File: src/rtl/iir_pkg.sv
// Shared definitions for the time-multiplexed biquad scheduler.
//   state_t        : scheduler FSM states
//   CFG_G1..CFG_G4 : coefficient register addresses on the cfg port
//   G*_DEFAULT     : power-on coefficient values
//   scale_product  : signed multiply, arithmetic shift right, truncate to PROD_W
package iir_pkg;

  typedef enum logic [2:0] {
    ST_IDLE = 3'd0,
    ST_MUL1 = 3'd1,
    ST_MUL2 = 3'd2,
    ST_MUL3 = 3'd3,
    ST_MUL4 = 3'd4,
    ST_OUT  = 3'd5
  } state_t;

  localparam logic [1:0] CFG_G1 = 2'd0;
  localparam logic [1:0] CFG_G2 = 2'd1;
  localparam logic [1:0] CFG_G3 = 2'd2;
  localparam logic [1:0] CFG_G4 = 2'd3;

  localparam int G1_DEFAULT = 511;
  localparam int G2_DEFAULT = -1764;
  localparam int G3_DEFAULT = -1412;
  localparam int G4_DEFAULT = 889;

  // Widest datapath the product helper supports; callers sign-extend
  // their operands to this width and keep only the low bits they need.
  localparam int PROD_W = 64;

  // Full-precision signed product, floor-shifted by frac bits. The low
  // PROD_W bits are returned; the shift is arithmetic so negative products
  // round toward minus infinity.
  function automatic logic signed [PROD_W-1:0] scale_product(
    input logic signed [PROD_W-1:0] a,
    input logic signed [PROD_W-1:0] b,
    input int unsigned              frac
  );
    logic signed [2*PROD_W-1:0] p;
    p = (2*PROD_W)'(a) * (2*PROD_W)'(b);
    return PROD_W'(p >>> frac);
  endfunction

endpackage

File: src/rtl/rr_arbiter.sv
// Round-robin request arbiter.
//   i_req   : per-channel request vector
//   i_ptr   : channel with highest priority this cycle
//   o_grant : one-hot grant (all zero when nothing requests)
//   o_idx   : index of the granted channel
//   o_any   : at least one request present
module rr_arbiter #(
  parameter int NCH = 4,
  localparam int CW = $clog2(NCH)
) (
  input  logic [NCH-1:0] i_req,
  input  logic [CW-1:0]  i_ptr,
  output logic [NCH-1:0] o_grant,
  output logic [CW-1:0]  o_idx,
  output logic           o_any
);

  logic [CW:0]   w_sum;
  logic [CW-1:0] w_idx;

  // Scan NCH positions starting at the pointer, wrapping at NCH; the first
  // requester found wins.
  always_comb begin
    o_grant = '0;
    o_idx   = '0;
    o_any   = 1'b0;
    w_sum   = '0;
    w_idx   = '0;
    for (int off = 0; off < NCH; off++) begin
      w_sum = {1'b0, i_ptr} + (CW+1)'(off);
      if (w_sum >= (CW+1)'(NCH)) begin
        w_sum = w_sum - (CW+1)'(NCH);
      end
      w_idx = w_sum[CW-1:0];
      if (!o_any && i_req[w_idx]) begin
        o_any          = 1'b1;
        o_idx          = w_idx;
        o_grant[w_idx] = 1'b1;
      end
    end
  end

endmodule

File: src/rtl/iir_channel_scheduler.sv
// One second-order IIR section shared by NCH channels through a single
// multiplier. A round-robin arbiter picks a channel in IDLE, four products
// are issued serially (m1, m2, m4, m3), the channel's delay state is written
// back and the result is held on a valid/ready output.
//   clk, reset           : clock, asynchronous active-low reset
//   in_valid/in_data     : per-channel sample requests, packed WIDTH lanes
//   in_ready             : one-hot grant, only in the grant cycle
//   out_valid/out_ready  : result handshake; out_data/out_chan held while stalled
//   cfg_we/addr/wdata    : coefficient shadow write port (0=g1 .. 3=g4)
//   busy                 : FSM not in IDLE
module iir_channel_scheduler
  import iir_pkg::*;
#(
  parameter int WIDTH   = 32,
  parameter int FRAC    = 10,
  parameter int NCH     = 4,
  parameter int G1_INIT = G1_DEFAULT,
  parameter int G2_INIT = G2_DEFAULT,
  parameter int G3_INIT = G3_DEFAULT,
  parameter int G4_INIT = G4_DEFAULT,
  localparam int CW = $clog2(NCH)
) (
  input  logic                 clk,
  input  logic                 reset,
  input  logic [NCH-1:0]       in_valid,
  input  logic [NCH*WIDTH-1:0] in_data,
  output logic [NCH-1:0]       in_ready,
  output logic                 out_valid,
  input  logic                 out_ready,
  output logic [WIDTH-1:0]     out_data,
  output logic [CW-1:0]        out_chan,
  input  logic                 cfg_we,
  input  logic [1:0]           cfg_addr,
  input  logic [WIDTH-1:0]     cfg_wdata,
  output logic                 busy
);

  state_t r_state;
  state_t w_state_next;

  logic signed [WIDTH-1:0] r_d1     [NCH];
  logic signed [WIDTH-1:0] r_d2     [NCH];
  logic signed [WIDTH-1:0] r_shadow [4];
  logic signed [WIDTH-1:0] r_active [4];
  logic                    r_cfg_dirty;

  logic [CW-1:0]           r_rr_ptr;
  logic [CW-1:0]           r_chan;
  logic signed [WIDTH-1:0] r_x;
  logic signed [WIDTH-1:0] r_cd1;
  logic signed [WIDTH-1:0] r_cd2;
  logic signed [WIDTH-1:0] r_acc;
  logic [WIDTH-1:0]        r_out_data;
  logic [CW-1:0]           r_out_chan;
  logic                    r_out_valid;

  logic signed [WIDTH-1:0] w_lane [NCH];
  logic [NCH-1:0]          w_grant;
  logic [CW-1:0]           w_grant_idx;
  logic                    w_grant_any;
  logic [CW-1:0]           w_ptr_next;

  logic signed [WIDTH-1:0]  w_mul_a;
  logic signed [WIDTH-1:0]  w_mul_b;
  logic signed [PROD_W-1:0] w_op_a;
  logic signed [PROD_W-1:0] w_op_b;
  logic signed [WIDTH-1:0]  w_prod;

  genvar gi;
  generate
    for (gi = 0; gi < NCH; gi++) begin : g_lane
      assign w_lane[gi] = in_data[gi*WIDTH +: WIDTH];
    end
  endgenerate

  rr_arbiter #(.NCH(NCH)) u_arb (
    .i_req   (in_valid),
    .i_ptr   (r_rr_ptr),
    .o_grant (w_grant),
    .o_idx   (w_grant_idx),
    .o_any   (w_grant_any)
  );

  assign w_ptr_next = (w_grant_idx == CW'(NCH-1)) ? '0 : w_grant_idx + CW'(1);

  // Operand select for the shared multiplier. Order m1, m2, m4, m3 lets w
  // complete after MUL3 so MUL4 only has to add m3 and d2.
  always_comb begin
    w_mul_a = '0;
    w_mul_b = '0;
    case (r_state)
      ST_MUL1: begin w_mul_a = r_x;   w_mul_b = r_active[CFG_G1]; end
      ST_MUL2: begin w_mul_a = r_cd1; w_mul_b = r_active[CFG_G2]; end
      ST_MUL3: begin w_mul_a = r_cd2; w_mul_b = r_active[CFG_G4]; end
      ST_MUL4: begin w_mul_a = r_cd1; w_mul_b = r_active[CFG_G3]; end
      default: begin w_mul_a = '0;    w_mul_b = '0;               end
    endcase
  end

  assign w_op_a = PROD_W'(w_mul_a);
  assign w_op_b = PROD_W'(w_mul_b);

  generate
    if (WIDTH < PROD_W) begin : g_trunc
      logic [PROD_W-WIDTH-1:0] w_prod_hi_unused;
      assign {w_prod_hi_unused, w_prod} = scale_product(w_op_a, w_op_b, FRAC);
    end else begin : g_full
      assign w_prod = scale_product(w_op_a, w_op_b, FRAC);
    end
  endgenerate

  always_ff @(posedge clk or negedge reset) begin
    if (!reset) begin
      r_state <= ST_IDLE;
    end else begin
      r_state <= w_state_next;
    end
  end

  always_comb begin
    w_state_next = r_state;
    in_ready     = '0;
    busy         = (r_state != ST_IDLE);
    case (r_state)
      ST_IDLE: begin
        // Gated by reset so no grant is visible while the block is held.
        if (reset) begin
          in_ready = w_grant;
        end
        if (w_grant_any) begin
          w_state_next = ST_MUL1;
        end
      end
      ST_MUL1: w_state_next = ST_MUL2;
      ST_MUL2: w_state_next = ST_MUL3;
      ST_MUL3: w_state_next = ST_MUL4;
      ST_MUL4: w_state_next = ST_OUT;
      ST_OUT: begin
        if (out_ready) begin
          w_state_next = ST_IDLE;
        end
      end
      default: w_state_next = ST_IDLE;
    endcase
  end

  always_ff @(posedge clk or negedge reset) begin
    if (!reset) begin
      for (int c = 0; c < NCH; c++) begin
        r_d1[c] <= '0;
        r_d2[c] <= '0;
      end
      r_shadow[CFG_G1] <= WIDTH'(G1_INIT);
      r_shadow[CFG_G2] <= WIDTH'(G2_INIT);
      r_shadow[CFG_G3] <= WIDTH'(G3_INIT);
      r_shadow[CFG_G4] <= WIDTH'(G4_INIT);
      r_active[CFG_G1] <= WIDTH'(G1_INIT);
      r_active[CFG_G2] <= WIDTH'(G2_INIT);
      r_active[CFG_G3] <= WIDTH'(G3_INIT);
      r_active[CFG_G4] <= WIDTH'(G4_INIT);
      r_cfg_dirty <= 1'b0;
      r_rr_ptr    <= '0;
      r_chan      <= '0;
      r_x         <= '0;
      r_cd1       <= '0;
      r_cd2       <= '0;
      r_acc       <= '0;
      r_out_data  <= '0;
      r_out_chan  <= '0;
      r_out_valid <= 1'b0;
    end else begin
      if (cfg_we) begin
        r_shadow[cfg_addr] <= cfg_wdata;
      end

      // A write landing in the same IDLE cycle as a copy keeps the flag set,
      // so the new value is picked up on the following IDLE cycle.
      if (cfg_we) begin
        r_cfg_dirty <= 1'b1;
      end else if (r_state == ST_IDLE) begin
        r_cfg_dirty <= 1'b0;
      end

      if (r_state == ST_IDLE && r_cfg_dirty) begin
        r_active <= r_shadow;
      end

      case (r_state)
        ST_IDLE: begin
          if (w_grant_any) begin
            r_x      <= w_lane[w_grant_idx];
            r_cd1    <= r_d1[w_grant_idx];
            r_cd2    <= r_d2[w_grant_idx];
            r_chan   <= w_grant_idx;
            r_rr_ptr <= w_ptr_next;
          end
        end
        ST_MUL1: r_acc <= w_prod;
        ST_MUL2: r_acc <= r_acc - w_prod;
        ST_MUL3: r_acc <= r_acc - w_prod;
        ST_MUL4: begin
          // r_acc holds w here; y = w + m3 + d2.
          r_d1[r_chan] <= r_acc;
          r_d2[r_chan] <= r_cd1;
          r_out_data   <= r_acc + w_prod + r_cd2;
          r_out_chan   <= r_chan;
          r_out_valid  <= 1'b1;
        end
        ST_OUT: begin
          if (out_ready) begin
            r_out_valid <= 1'b0;
          end
        end
        default: ;
      endcase
    end
  end

  assign out_valid = r_out_valid;
  assign out_data  = r_out_data;
  assign out_chan  = r_out_chan;

endmodule

File: config.mk
export PLATFORM = sky130hd
export DESIGN_NAME = iir_channel_scheduler
export DESIGN_NICKNAME = d
export VERILOG_FILES = /design/src/rtl/iir_pkg.sv /design/src/rtl/rr_arbiter.sv /design/src/rtl/iir_channel_scheduler.sv
export SDC_FILE = /design/constraint.sdc
export NUM_CORES = 2
export LEC_CHECK = 0
export CAP_MARGIN = 20
export CORE_AREA = 4 4 413 415
export CTS_CLUSTER_SIZE = 30
export DETAILED_ROUTE_END_ITERATION = 6
export DIE_AREA = 0 0 417 419
export PLACE_DENSITY = 0.5
export SYNTH_ARGS = -nofsm -noshare
export SYNTH_HDL_FRONTEND = slang
export SYNTH_HIERARCHICAL = 1
export SYNTH_SLANG_ARGS = --single-unit
File: constraint.sdc
create_clock -name clk -period 30.2 [get_ports clk]
set_input_delay 4.53 -clock clk [delete_from_list [all_inputs] [get_ports clk]]
set_output_delay 4.53 -clock clk [all_outputs]
set_load 0.03 [all_outputs]
Yosys cells after proc, flatten, opt, wreduce, memory -nomap -nowiden
Cells that the tools add are included.
W data, S select, Z words.
{ "totals": {"mem_count": 0, "ramBits": 0, "mem_bits_ro": 0, "latch_bits": 0, "register_bits": 683} }
{ "classes": {"mul": 1, "reduce_logical": 23, "n_mux": 61, "bitwise_logic": 6, "magnitude_cmp": 17, "n_div": 0, "add_sub_neg": 11, "n_eq_ne": 8, "shift": 0} }
{ "op_table": {"columns": ["cell", "n"], "rows": [
  ["$bwmux W128", 3],
  ["$mux W32", 8],
  ["$bmux W32 S2", 3],
  ["$demux W32 S2", 2],
  ["$pmux W32 S4", 1],
  ["$pmux W32 S3", 1],
  ["$add A32 B32 Y32", 2],
  ["$pmux W32 S2", 1],
  ["$mul A32 B32 Y42", 1],
  ["$sub A32 B32 Y32", 1],
  ["$mux W4", 6],
  ["$ge A3 B3 Y1 const B", 6],
  ["$mux W2", 9],
  ["$pmux W3 S6", 1],
  ["$mux W1", 15],
  ["$lt A2 B3 Y1 const B", 4],
  ["$or A4 B4 Y4", 3],
  ["$logic_and A1 B1 Y1", 10],
  ["$not A2 Y3", 3],
  ["$bmux W1 S2", 4],
  ["$demux W1 S2", 4],
  ["$ge A2 B1 Y1 const B", 4],
  ["$sub A2 B1 Y2 const B", 4],
  ["$add A2 B2 Y3 const B", 2],
  ["other kinds (18)", 29]
]} }

Depth between registers and ports, before layout
{ "logic_depth": {"depth_word": 18, "ltp_mapped": 51, "depth_no_buf": 44} }

Modules after synthesis
Netlist, hierarchy kept.
{ "modules_own_cells": {"columns": ["module", "instances", "area_per_inst_um2", "cells_each"], "rows": [
  ["iir_channel_scheduler", 1, 57604.0, 5337],
  ["rr_arbiter", 1, 421.7, 45]
]} }

Worst setup path after synthesis
No wires, ideal clock.
{ "synth_timing": {"path_kind": "register to register", "start": "register r_state[0]", "end": "register r_out_data[31] (netlist: out_data[31])", "slack_ns": 18.832, "path_buffers": 9, "required_time_ns": 30.117, "setup_ns": 0.083, "stages_incl_launch_ff": 51, "period_less_slack_ns": 11.368, "arrival_ns": 11.285, "cell_sequence": "dfrtp_1 > buf_6 > buf_6 > buf_8 > buf_8 > buf_8 > buf_8 > clkbuf_1 > mux2i_1 > o21ai_0 > nand2_1 > and2_1 > clkbuf_1 > clkbuf_1 > nor2_1 > fa_1 > fa_1 > fa_1 > (+15 left out) > a31oi_1 > o21ai_0 > a21oi_1 > o21bai_1 > xor2_1 > fa_1 > ha_1 > a21o_1 > a21o_1 > a21oi_1 > a21oi_1 > a41o_1 > o21ai_0 > o211ai_1 > o31ai_1 > a21oi_1 > xnor3_1 > o21ai_0"} }
{ "synth_via": {"elab_chain_len": 6, "elab_cells_between_ends": 10, "classes_between": "2 x add/sub; 1 x mul; 4 x eq/ne; 2 x mux; 1 x reduce/logical"} }
{ "synth_lines": {"columns": ["element", "line_no", "text"], "rows": [
  ["start: declaration", "iir_channel_scheduler.sv:38", "state_t r_state;"],
  ["start signal: assignment", "iir_channel_scheduler.sv:116", "r_state <= w_state_next;"],
  ["$eq A3 B3 Y1 / $eq A3 B2 Y1 (equally long branches)", "iir_channel_scheduler.sv:91, iir_channel_scheduler.sv:188", null],
  ["$reduce_or A2 Y1 (no source line)", null, null],
  ["$pmux W32 S3", "iir_channel_scheduler.sv:91", "case (r_state)"],
  ["$mul A32 B32 Y42", "iir_pkg.sv:40", "p = (2*PROD_W)'(a) * (2*PROD_W)'(b);"],
  ["$add A32 B32 Y32 (2 in series)", "iir_channel_scheduler.sv:205", "r_out_data <= r_acc + w_prod + r_cd2;"],
  ["end signal: assignment", "iir_channel_scheduler.sv:205", null],
  ["end: declaration", "iir_channel_scheduler.sv:53", "logic [WIDTH-1:0] r_out_data;"]
]} }
Parallel ways exist; a longest one is shown, timed or not.
A chain may end at the register's enable or synchronous reset.

Worst setup path after layout
{ "layout_timing": {"start": "register r_state[1]", "end": "register r_acc[30]"} }
{ "layout_via": {"elab_chain_len": 6, "elab_cells_between_ends": 12, "classes_between": "1 x add/sub; 1 x mul; 4 x eq/ne; 3 x mux; 3 x reduce/logical"} }
{ "layout_lines": {"columns": ["element", "line_no", "text"], "rows": [
  ["$eq A3 B3 Y1 / $eq A3 B2 Y1 (equally long branches)", "iir_channel_scheduler.sv:91, iir_channel_scheduler.sv:188", null],
  ["$reduce_or A2 Y1 (no source line)", null, null],
  ["$pmux W32 S3", "iir_channel_scheduler.sv:91", null],
  ["$mul A32 B32 Y42", "iir_pkg.sv:40", null],
  ["$sub A32 B32 Y32", "iir_channel_scheduler.sv:199, iir_channel_scheduler.sv:200", null],
  ["$pmux W32 S2", "iir_channel_scheduler.sv:188", "case (r_state)"],
  ["end signal: assignment", "iir_channel_scheduler.sv:198", "ST_MUL1: r_acc <= w_prod;"],
  ["end signal: assignment", "iir_channel_scheduler.sv:199", "ST_MUL2: r_acc <= r_acc - w_prod;"],
  ["end signal: assignment", "iir_channel_scheduler.sv:200", "ST_MUL3: r_acc <= r_acc - w_prod;"],
  ["end: declaration", "iir_channel_scheduler.sv:52", "logic signed [WIDTH-1:0] r_acc;"]
]} }
Parallel ways exist; a longest one is shown, timed or not.

==> metrics.md <==
| Metric | Value |
|---|---|
| Commonest non-fill, non-tap cell in the layout | inv_1 |
| Sequential share of the synthesized area | 0.297 |
| Setup tns final | 0 ns |
| H-tree Lvls | 3 |
| Maximum number of pins on one net before global-route repair | 153 |
| Main area contributors after synthesis | fa_1 25%, dfrtp_1 24%, mux2_2 11%, dfstp_2 6.2%, inv_1 5.3% |
| Root Driver | clkbuf_16 |
| Vias post-DR | a little under 40k |
| Worst endpoint data arrival time | 14.26 ns |
| 1st-iter DRT viols | 2509 |
| Post-Syn Nets | 6501 |
| I/O pin count | between 200 and 250 |
| Synth top area share | 0.251 |
| Synth Instances | about 5.4k |
| Residual DRC count | 0 |
| Crit share post-route | 0.453 |
| Post-synth EDFFs | 0 |
| Routed wire per std cell | about 23 um |
| Crit. End Element | register |
| Worst slew margin | 0.220 |
| Yosys synthesis warning count | 6 |
| Core area | roughly 0.17 mm2 |
| Placed cells | 7617 |
| Share of layout cells above drive strength 1 | 0.198 |
| Synth Register Bits | a little under 700 |
| Post-Layout Cell Count | ~8k |
| Number of max-cap violations | 0 |
| Required time of the critical path | 30.78 ns |
| First-pass GRT wire length | roughly 270000 um |
| Crit Path Class | register to register |
| Worst hold path endpoint | r_active[118] |
| HPWL after detailed placement | between 100000 and 150000 um |
| Setup WS pre-CTS | 16.43 ns |
| CTS tree | yes |
| IO buf count | ~210 |
| First-pass iteration count of the detailed router | 5 |
| Post-CTS Resized | 0 |
| Synth area leader | fa_1 |
| Routed Antenna Nets | 0 |
| Congestion Overflow GR | 0 |
| Syn Area/Cell | 10.8 um2 |
| Vias in the first global route | between 40k and 50k |
| Worst slew pin tran | around 1.2 ns |
| CTS max path bufs | 3 |
| Total GRT Usage | 0.207 |
| Netlist Area Pre-Place | around 0.058 mm2 |
| Max-slew violation count | 0 |
| Max incr delay on CP | 0.94 ns |
| Unrepaired setup endpoints after global routing | false |
| Post-synth top flop | dfrtp_1 |
| Fin. Hold Viols | 0 |
| Core Util, Final | 0.393 |
| Crit path top cell by count | fa_1 |
| Hold Path Cell Cnt | 1 |
| Hold Startpoint | r_shadow[118] |
| Slowest-stage cell, CP | and2_1 |
| DRT Wirelength | between 150000 and 200000 um |
| Ys async rst share | 1.00 |
| GPL Wtd Cong | around 0.9 |
| F_max | around 73 MHz |
| Row count | 150 |
| Worst flop-to-flop path startpoint | r_state[1] |
| Die Area | ~0.17 mm2 |
| Tightest Hold Check Type | register to register |
| Starting Density | 0.348 |
| CP Launch Type | register |
| CTS clock-pin slew for the worst setup and hold paths | 0.06 ns |
| Depth of the most critical reg-to-reg path | 43 |
| Filler cells | around 16k |
| Setup-failing EPs final | 0 |
| Synth unique cells | ~100 |
| Final Critical Period | between 10 and 15 ns |
| Most frequent cells in the layout | 816 x inv_1, 727 x fa_1, 598 x nand2_1, 566 x mux2_2, 544 x dfrtp_1 |
| Clk Latency, worst-skew pair | 0.72 ns |
| Die span in y | ~420 um |
| Largest fanout on the critical path | 36 |
| Post-CTS Setup Inserts | 0 |
| Synth-to-Final Area Change | 12.9% |
| Fin worst setup slack | 16.52 ns |
| Hold buffer count at cts | 0 |
| Initial antenna violation count | 0 |
| Via density | between 5 and 6 |
| Total Nets Final | 6617 |
| Status | finished, final reports clean |
| Flop2flop setup slack | approximately 17 ns |
| CTS Sinks | between 600 and 700 |
| Antenna diode count | 0 |
| Num CTS Buffers | 80 |
| Post-Route Skew | roughly 0.067 ns |
| Die width | 417 um |
| R2r endpoint | r_acc[30] |
-- per-layer routing --
metal | part of all wire | up-vias | GRT usage
met4 | 0.033 | 0 | 0.0666
met1 | 0.44 | 20900 | 0.284
li1 | - | 17600 | -
met2 | 0.47 | 1003 | 0.340
met5 | 0 | - | 0
met3 | 0.048 | 196 | 0.0277
-- area by class of cell --
cell class	count	area, um2	area share
multi-input combinational	3608	36700	0.560
timing repair buffer	308	2930	0.0448
tap	2204	2760	0.0421
inverter	817	3070	0.0468
clock inverter	34	460	0.00703
clock buffer	114	2310	0.0353
sequential	683	17300	0.264
-- metrics by stage --
step           hold WS, ns  area, um2
2_1_floorplan        0.441      58000
3_3_place_gp         0.457      62600
3_5_place_dp         0.468      62600
4_1_cts              0.458      65400
5_1_grt              0.499      65500
6_report             0.470      65500
-- sequential cells by signal, summed over array words and instances (netlist names), 2 cells and up --
register,count
r_active,128
r_d2,128
r_state,3
out_data,32
r_d1,128
r_x,32
r_chan,2
r_shadow,128
r_cd1,32
r_rr_ptr,2
out_chan,2
r_acc,32
r_cd2,32
-- cell families after synthesis --
| group | after synthesis | synth area share |
|---|---|---|
| AND/OR/NAND/NOR | 1279 | 0.0923 |
| buffers and inverters | 1091 | 0.0733 |
| adder cells (fa/ha/maj) | 950 | 0.299 |
| multiplexers | 708 | 0.156 |
| flip-flops | 683 | 0.297 |
| AO/OA/AOI/OAI | 543 | 0.0613 |
| XOR/XNOR | 128 | 0.0207 |
-- critical path, delay by kind of cell, from the launching register on --
kind                     cells  cell delay [ns]
buffers and inverters        7             1.04
adder cells (fa/ha/maj)     10             4.47
AO/OA/AOI/OAI               20             5.10
AND/OR/NAND/NOR              5             1.51
XOR/XNOR                     1             0.45
flip-flops                   1             0.86
-- cell usage after synthesis (5+ instances only) --
| cell | n |
|---|---|
| a211oi_1 | 22 |
| fa_1 | 727 |
| a221oi_1 | 13 |
| a21o_1 | 39 |
| mux2i_1 | 40 |
| nor3_1 | 22 |
| buf_2 | 11 |
| o21bai_1 | 13 |
| o21a_1 | 27 |
| xor2_1 | 41 |
| a31oi_1 | 8 |
| nand3_1 | 33 |
| clkbuf_1 | 225 |
| and2_1 | 33 |
| nor2b_1 | 11 |
| nand2_1 | 599 |
| mux4_2 | 98 |
| dfrtp_1 | 547 |
| o221a_2 | 5 |
| buf_4 | 5 |
| a22o_1 | 7 |
| a21oi_1 | 103 |
| a221o_1 | 10 |
| ha_1 | 222 |
| buf_1 | 18 |
| o21ai_0 | 171 |
| and3_1 | 12 |
| nand2b_1 | 17 |
| dfstp_2 | 136 |
| o21ai_1 | 11 |
| a22oi_1 | 29 |
| inv_1 | 816 |
| mux2_2 | 566 |
| nor4bb_1 | 11 |
| xnor2_1 | 81 |
| or2_2 | 5 |
| nor2_1 | 491 |
| o31ai_1 | 9 |
| buf_6 | 11 |
| o211ai_1 | 12 |
| nand4_1 | 8 |
-- worst max-delay path by stage --
| stage | startpoint | to | slack, ns | depth (start not counted) |
|---|---|---|---|---|
| after global routing | r_state[2] | r_acc[30] | 15.73 | 44 |
| final | r_state[1] | r_acc[30] | 16.52 | 43 |
| after floorplan | r_state[0] | out_data[31] | 18.83 | 50 |
| after detailed placement | r_state[1] | out_data[31] | 16.43 | 40 |
| after CTS | r_state[1] | out_data[31] | 16.42 | 40 |
| after global placement | r_state[1] | out_data[31] | 16.54 | 40 |
Power is not shown: default switching activity piles up to over one toggle a cycle in this logic, so the estimate is an artifact.
